--- config.mk ---
export PLATFORM = sky130hd
export DESIGN_NAME = rsc_trellis_encoder
export DESIGN_NICKNAME = d
export VERILOG_FILES = /design/src/rtl/rsc_trellis_encoder.sv
export SDC_FILE = /design/constraint.sdc
export NUM_CORES = 1
export LEC_CHECK = 0
export ABC_AREA = 1
export CAP_MARGIN = 10
export CELL_PAD_IN_SITES_DETAIL_PLACEMENT = 0
export CELL_PAD_IN_SITES_GLOBAL_PLACEMENT = 2
export CORE_ASPECT_RATIO = 1.4
export CORE_MARGIN = 4
export CORE_UTILIZATION = 23
export DETAILED_ROUTE_END_ITERATION = 10
export GPL_TIMING_DRIVEN = 0
export PLACE_DENSITY_LB_ADDON = 0.1
export SLEW_MARGIN = 20
export SYNTH_ARGS = -nofsm -noshare
export SYNTH_HDL_FRONTEND = slang
export SYNTH_SLANG_ARGS = --single-unit
export TNS_END_PERCENT = 10
--- constraint.sdc ---
create_clock -name clk -period 1.4 [get_ports clk]
set_input_delay 0.28 -clock clk [delete_from_list [all_inputs] [get_ports clk]]
set_output_delay 0.28 -clock clk [all_outputs]
set_load 0.005 [all_outputs]
--- src/rtl/rsc_trellis_encoder.sv ---
// Recursive systematic convolutional encoder with trellis termination.
// Emits {parity, systematic} per info bit, then MEMORY tail symbols that return the state to zero.
module rsc_trellis_encoder #(
    parameter int              BITS        = 16,
    parameter string           PRECISION   = "HALF",
    parameter int              MEMORY      = 3,
    parameter logic [MEMORY:0] FB_POLY     = 4'b1101,
    parameter logic [MEMORY:0] FF_POLY     = 4'b1011,
    parameter int              MAX_FRAME   = 6144,
    parameter int              OUTPUT_BITS = 2,
    localparam int             IDX_W       = $clog2(MAX_FRAME + MEMORY)
) (
    input  logic                                clk,
    input  logic                                rst,
    input  logic                                in_valid,
    output logic                                in_ready,
    input  logic                                in_bit,
    input  logic                                in_last,
    output logic                                out_valid,
    input  logic                                out_ready,
    output logic [OUTPUT_BITS-1:0]              out_bits,
    output logic [OUTPUT_BITS-1:0][BITS-1:0]    out_sym,
    output logic                                out_tail,
    output logic                                out_last,
    output logic [IDX_W-1:0]                    out_index,
    output logic [MEMORY-1:0]                   out_state
);

    localparam logic [BITS-1:0] SYM_POS = (PRECISION == "SINGLE") ? BITS'(32'h3F80_0000) : BITS'(16'h3C00);
    localparam logic [BITS-1:0] SYM_NEG = (PRECISION == "SINGLE") ? BITS'(32'hBF80_0000) : BITS'(16'hBC00);
    localparam int              TAIL_W   = $clog2(MEMORY + 1);
    localparam logic [TAIL_W-1:0] TAIL_END = TAIL_W'(MEMORY - 1);
    localparam logic [IDX_W-1:0]  IDX_MAX  = IDX_W'(MAX_FRAME + MEMORY - 1);

    typedef enum logic {ST_DATA, ST_TAIL} fsm_t;

    fsm_t                              fsm_q, fsm_d;
    logic [MEMORY-1:0]                 s_q, s_d;
    logic [TAIL_W-1:0]                 tail_cnt_q, tail_cnt_d;
    logic [IDX_W-1:0]                  idx_q, idx_d;
    logic                              out_valid_q, out_valid_d;
    logic [OUTPUT_BITS-1:0]            out_bits_q, out_bits_d;
    logic [OUTPUT_BITS-1:0][BITS-1:0]  out_sym_q, out_sym_d;
    logic                              out_tail_q, out_tail_d;
    logic                              out_last_q, out_last_d;
    logic [IDX_W-1:0]                  out_index_q, out_index_d;
    logic [MEMORY-1:0]                 out_state_q, out_state_d;

    logic advance, fire, tail_done;
    logic fb, ff_taps, u, a, parity;

    always_comb begin
        advance  = !out_valid_q || out_ready;
        in_ready = (fsm_q == ST_DATA) && advance;

        fb      = 1'b0;
        ff_taps = 1'b0;
        for (int i = 0; i < MEMORY; i++) begin
            fb      = fb ^ (FB_POLY[i+1] & s_q[i]);
            ff_taps = ff_taps ^ (FF_POLY[i+1] & s_q[i]);
        end

        // During the tail the input is forced to the feedback so the shifted-in bit is zero.
        u         = (fsm_q == ST_TAIL) ? fb : in_bit;
        a         = u ^ fb;
        parity    = (FF_POLY[0] & a) ^ ff_taps;
        fire      = (fsm_q == ST_TAIL) ? advance : (in_valid && in_ready);
        tail_done = (fsm_q == ST_TAIL) && (tail_cnt_q == TAIL_END);

        fsm_d       = fsm_q;
        s_d         = s_q;
        tail_cnt_d  = tail_cnt_q;
        idx_d       = idx_q;
        out_valid_d = out_valid_q;
        out_bits_d  = out_bits_q;
        out_sym_d   = out_sym_q;
        out_tail_d  = out_tail_q;
        out_last_d  = out_last_q;
        out_index_d = out_index_q;
        out_state_d = out_state_q;

        if (fire) begin
            s_d          = MEMORY'({s_q, a});
            out_valid_d  = 1'b1;
            out_bits_d   = OUTPUT_BITS'({parity, u});
            out_sym_d[0] = u ? SYM_NEG : SYM_POS;
            out_sym_d[1] = parity ? SYM_NEG : SYM_POS;
            out_tail_d   = (fsm_q == ST_TAIL);
            out_last_d   = tail_done;
            out_index_d  = idx_q;
            out_state_d  = s_q;

            if (tail_done) begin
                idx_d = '0;
            end else if (idx_q != IDX_MAX) begin
                idx_d = idx_q + 1'b1;
            end

            if (fsm_q == ST_DATA) begin
                if (in_last) begin
                    fsm_d      = ST_TAIL;
                    tail_cnt_d = '0;
                end
            end else if (tail_done) begin
                fsm_d      = ST_DATA;
                tail_cnt_d = '0;
            end else begin
                tail_cnt_d = tail_cnt_q + 1'b1;
            end
        end else if (out_ready) begin
            out_valid_d = 1'b0;
        end
    end

    always_ff @(posedge clk) begin
        if (rst) begin
            fsm_q       <= ST_DATA;
            s_q         <= '0;
            tail_cnt_q  <= '0;
            idx_q       <= '0;
            out_valid_q <= 1'b0;
            out_bits_q  <= '0;
            out_sym_q   <= {OUTPUT_BITS{SYM_POS}};
            out_tail_q  <= 1'b0;
            out_last_q  <= 1'b0;
            out_index_q <= '0;
            out_state_q <= '0;
        end else begin
            fsm_q       <= fsm_d;
            s_q         <= s_d;
            tail_cnt_q  <= tail_cnt_d;
            idx_q       <= idx_d;
            out_valid_q <= out_valid_d;
            out_bits_q  <= out_bits_d;
            out_sym_q   <= out_sym_d;
            out_tail_q  <= out_tail_d;
            out_last_q  <= out_last_d;
            out_index_q <= out_index_d;
            out_state_q <= out_state_d;
        end
    end

    assign out_valid = out_valid_q;
    assign out_bits  = out_bits_q;
    assign out_sym   = out_sym_q;
    assign out_tail  = out_tail_q;
    assign out_last  = out_last_q;
    assign out_index = out_index_q;
    assign out_state = out_state_q;

endmodule

==> run summary <==
The run finished, with violations left. The final reports fail on setup timing. At the worst endpoint, the required time is 1.62 ns. The netlist uses 31 different library cells. The signal on the critical path passes through inv_4, ha_4, nand4_1, nor2_4, nand2_8, nand2_8, clkinv_8, nand2_4, nand2_1, a21oi_2. The share of total power in sequential cells came out at 0.397. The highest clock rate came out at 0.707 GHz. Counting tap cells, the placed design contains a total of 443 instances. The starting density of the core is 0.237. The average size of a mapped cell came out at 7.32 µm². The worst setup path is launched from a register.

The largest individual stage delay along the critical path comes from the cell dfxtp_4. Entering global routing, the biggest net connects 13 pins. The average wire per cell in the routed design came out at 12.0 µm. Routability-driven placement finished with a final weighted congestion of 0.736.

The worst path arrival time is 1.63 ns. Setup slack on the critical path of the routed design comes to -0.0147 ns. The number of global-route vias before repair came out at 1,758. The maximum buffer depth of the clock tree came out at 2. The class of the worst hold path is reg -> reg. Row generation in the floorplan step produced 40 rows.

The worst slack at placement came out at -0.382 ns. The count of TritonRoute iterations in the first routing pass came out at 4. The total net switching power came out at 0.763 mW. The combined area of all synthesized cells came out at 2060 µm². The number of remaining DRC errors is 0.

The clock buffer count from CTS came out at 5. Broken down by cell family, the worst path's largest delay share belongs to simple AND/OR/NAND/NOR gates. The fraction of final layout cells sized beyond drive strength 1 came out at 0.288. The combinational power share is 0.179.

0 antenna diodes ended up in the layout. The cell repeated most along the worst path is nand2_8. The detailed-route vias per instance is 3.92.

The final count of negative-setup-slack endpoints came out at 3. At the end of the flow the core is filled with cells to 0.341. Of the total synthesized cell area, the portion taken by full adders, half adders and majority gates is 0.0122. The share of the synthesized area in compound gates (AO/OA/AOI/OAI) came out at 0.125. The cell area after placement is 2580 µm². Dividing the final minimum period by the clock period gives 1.01. The first global-routing pass estimated 8890 µm of wire. The detailed-placement wirelength estimate came out at 4170 µm. The count of yosys warnings during synthesis is 0. The total global routing track utilization came out at 0.111. After routing the design area is 2950 µm². Of the total synthesized cell area, the portion taken by XOR and XNOR cells is 0.00852.

The count of boundary I/O pins came out at 60. The share of total power dissipated in the clock network is 0.423. The switching power as a share of total power is 0.253. The main combinational cell family by area after synthesis is simple AND/OR/NAND/NOR gates. The worst supply voltage drop on vdd is 0.395 mV. The final critical delay including setup and external delays is 1.41 ns.

Max-cap violations in this run came to 0. The power per cell area is 1020 nW/µm². The post-CTS clock slew at the launch and capture registers of the worst setup and hold paths is 0.06 ns. The cell count after synthesis came out at 281. The sequential area share after synthesis is 0.370. The buffers plus inverters on the worst setup path is 2.

The area of the die came out at 10,500 µm². Wires add up to 5520 µm. Setup repair after global routing could not meet its margin everywhere. The final-layout worst hold slack is 0.457 ns.

The initial DRC count is 48. The internal power consumption came out at 2.26 mW. Summed over all instances, the cell type with the most area after synthesis is dfxtp_1.

CTS saw 38 sinks. The vias after detailed routing is 1,797. The horizontal die dimension is 87.9 µm. After filler insertion, the fill cell instance count of the layout stands at 957. The worst setup path is of the reg -> reg kind.

The hold violation total from the final report came out at 0. Counting flops and latches in the post-synthesis netlist gives 38. The core box area came out at 8660 µm². The sum of overflow across all layers after global routing came out at 0. In this run the remaining antenna-violating nets after routing total 0. Input and output buffers added on the ports amount to 29. The biggest fanout along the worst timing path is 7. Setup total negative slack on the finished layout was measured at -0.0289 ns. The clock reaches the later pin of the worst-skew pair after 0.28 ns.

The number of max-slew violations in the final report came out at 0. The area growth from synthesis to layout is 43.7%. The net total in the final layout came out at 361.

The TritonCTS clock tree is done. Of the post-synthesis cell area, the dominant cell type holds 0.370. The leakage power summed over all cells is 1.44 nW. The largest stage delay on the critical path is 0.37 ns. The clock root buffer master is clkbuf_16. In the post-synthesis netlist, the biggest area contributors are dfxtp_1 37%, buf_4 12%, nor2_1 8.6%. The portion of synthesized area spent on multiplexers is 0. The die outline height is 120 µm. The count of placed standard cells in the final layout, fillers left out is 459.

The area share of and/or/nand/nor cells after synthesis is 0.280. The number of antenna violations at the first check in global routing is 0. STA classifies the critical path endpoint as a register. The post-route total power came out at 3.02 mW. The number of H-tree branching levels is 2. The setup skew after layout is 0.00580 ns.
layout by cell type (no fill, tap or decap), types with 3 or more instances in the layout:
master,instances
a21oi_1,21
buf_4,44
clkbuf_16,5
clkbuf_4,3
clkdlybuf4s50_1,5
conb_1,30
dfxtp_1,31
dfxtp_2,4
dfxtp_4,3
dlygate4sd2_1,12
dlymetal6s2s_1,9
inv_1,20
inv_2,4
nand2_1,41
nand2_2,4
nand3_1,8
nand3_2,3
nand4_1,6
nor2_1,42
nor2_2,4
nor2_4,6
o21ai_0,19
state kept, by name (all words and copies together) (netlist names):
| register | cells |
|---|---|
| idx_q | 13 |
| out_index | 13 |
| out_state | 2 |
| s_q | 2 |
| tail_cnt_q | 2 |
| fsm_q | 1 |
| out_bits | 1 |
| out_last | 1 |
| out_sym | 1 |
| out_tail | 1 |
| out_valid | 1 |
area by class of cell:
cell class                      count  area (µm²)  share of cell area
Inverter                           27         119              0.0402
Clock inverter                      3        40.0              0.0136
Sequential cell                    38         777               0.263
Multi-Input combinational cell    203        1080               0.366
Timing Repair Buffer               37         373               0.126
Buffer                             41         308               0.104
Tap cell                          105         131              0.0445
Clock buffer                        5         125              0.0424
cells in the mapped netlist:
master and number:
nor2_1 47, nand2_1 43, dfxtp_1 38, buf_4 34, a21oi_1 23, inv_1 21, o21ai_0 19, nand3_1 9
nand4_1 6, buf_2 4, inv_2 4, nand2_2 3, nor2_2 3, nor3_1 3, conb_1 2, ha_1 2
nand2_8 2, nand3_2 2, nor2_4 2, o21ai_2 2, xnor2_1 2, a21o_1 1, a21oi_2 1, a221oi_1 1
buf_6 1, clkbuf_1 1, clkbuf_2 1, clkinv_8 1, inv_4 1, nor2_8 1, o21ai_1 1
path summary, 6_finish.rpt:
check | slack, ns | start | depth (start not counted) | end
worst min register to register | 0.46 | out_tail$_SDFFE_PP0P_ | 2 | out_tail$_SDFFE_PP0P_
worst max-delay path | -0.01 | idx_q[0]$_SDFFE_PP0P_ | 10 | idx_q[2]$_SDFFE_PP0P_
worst max register to register | -0.01 | idx_q[0]$_SDFFE_PP0P_ | 10 | idx_q[2]$_SDFFE_PP0P_
worst min-delay path | 0.46 | out_tail$_SDFFE_PP0P_ | 2 | out_tail$_SDFFE_PP0P_
power groups by stage:
stage	clock network, mW	registers [mW]	logic, mW
2_1_floorplan	0	1.22	0.317
3_3_place_gp	0	1.23	0.524
3_5_place_dp	0	1.23	0.523
4_1_cts	1.33	1.20	0.542
5_1_grt	1.37	1.21	0.613
6_report	1.28	1.20	0.541
logic make-up after synthesis:
| kind of cell | count (synthesis) |
|---|---|
| buf+inv | 68 |
| simple gates | 121 |
| flops | 38 |
| xor+xnor | 2 |
| fa+ha+maj | 2 |
| compound gates | 48 |
| other cells | 2 |
metal layers:
layer	track usage	wire length (µm)	share of wire	vias to the layer above
met4	0.0403	54	0.0098	0
met1	0.121	2210	0.40	772
met2	0.203	3020	0.55	41
met5	0	0	0	-
met3	0.0247	238	0.043	2
li1	-	-	-	982
worst reg2reg max path, cell delays in order (launching register included):
cell and delay, ns:
dfxtp_4 0.37, inv_4 0.06, ha_4 0.12, nand4_1 0.13, nor2_4 0.17, nand2_8 0.09, nand2_8 0.11, clkinv_8 0.09
nand2_4 0.06, nand2_1 0.05, a21oi_2 0.10
what timing repair did:
item | 4_1_cts | 5_1_grt
gates resized for setup | 36 | 30
pin swaps | 9 | 10
endpoints found under the setup margin | 39 | 45
hold buffers | 0 | 0
setup buffers | 6 | 2
Power figures use the tool's default switching activity.
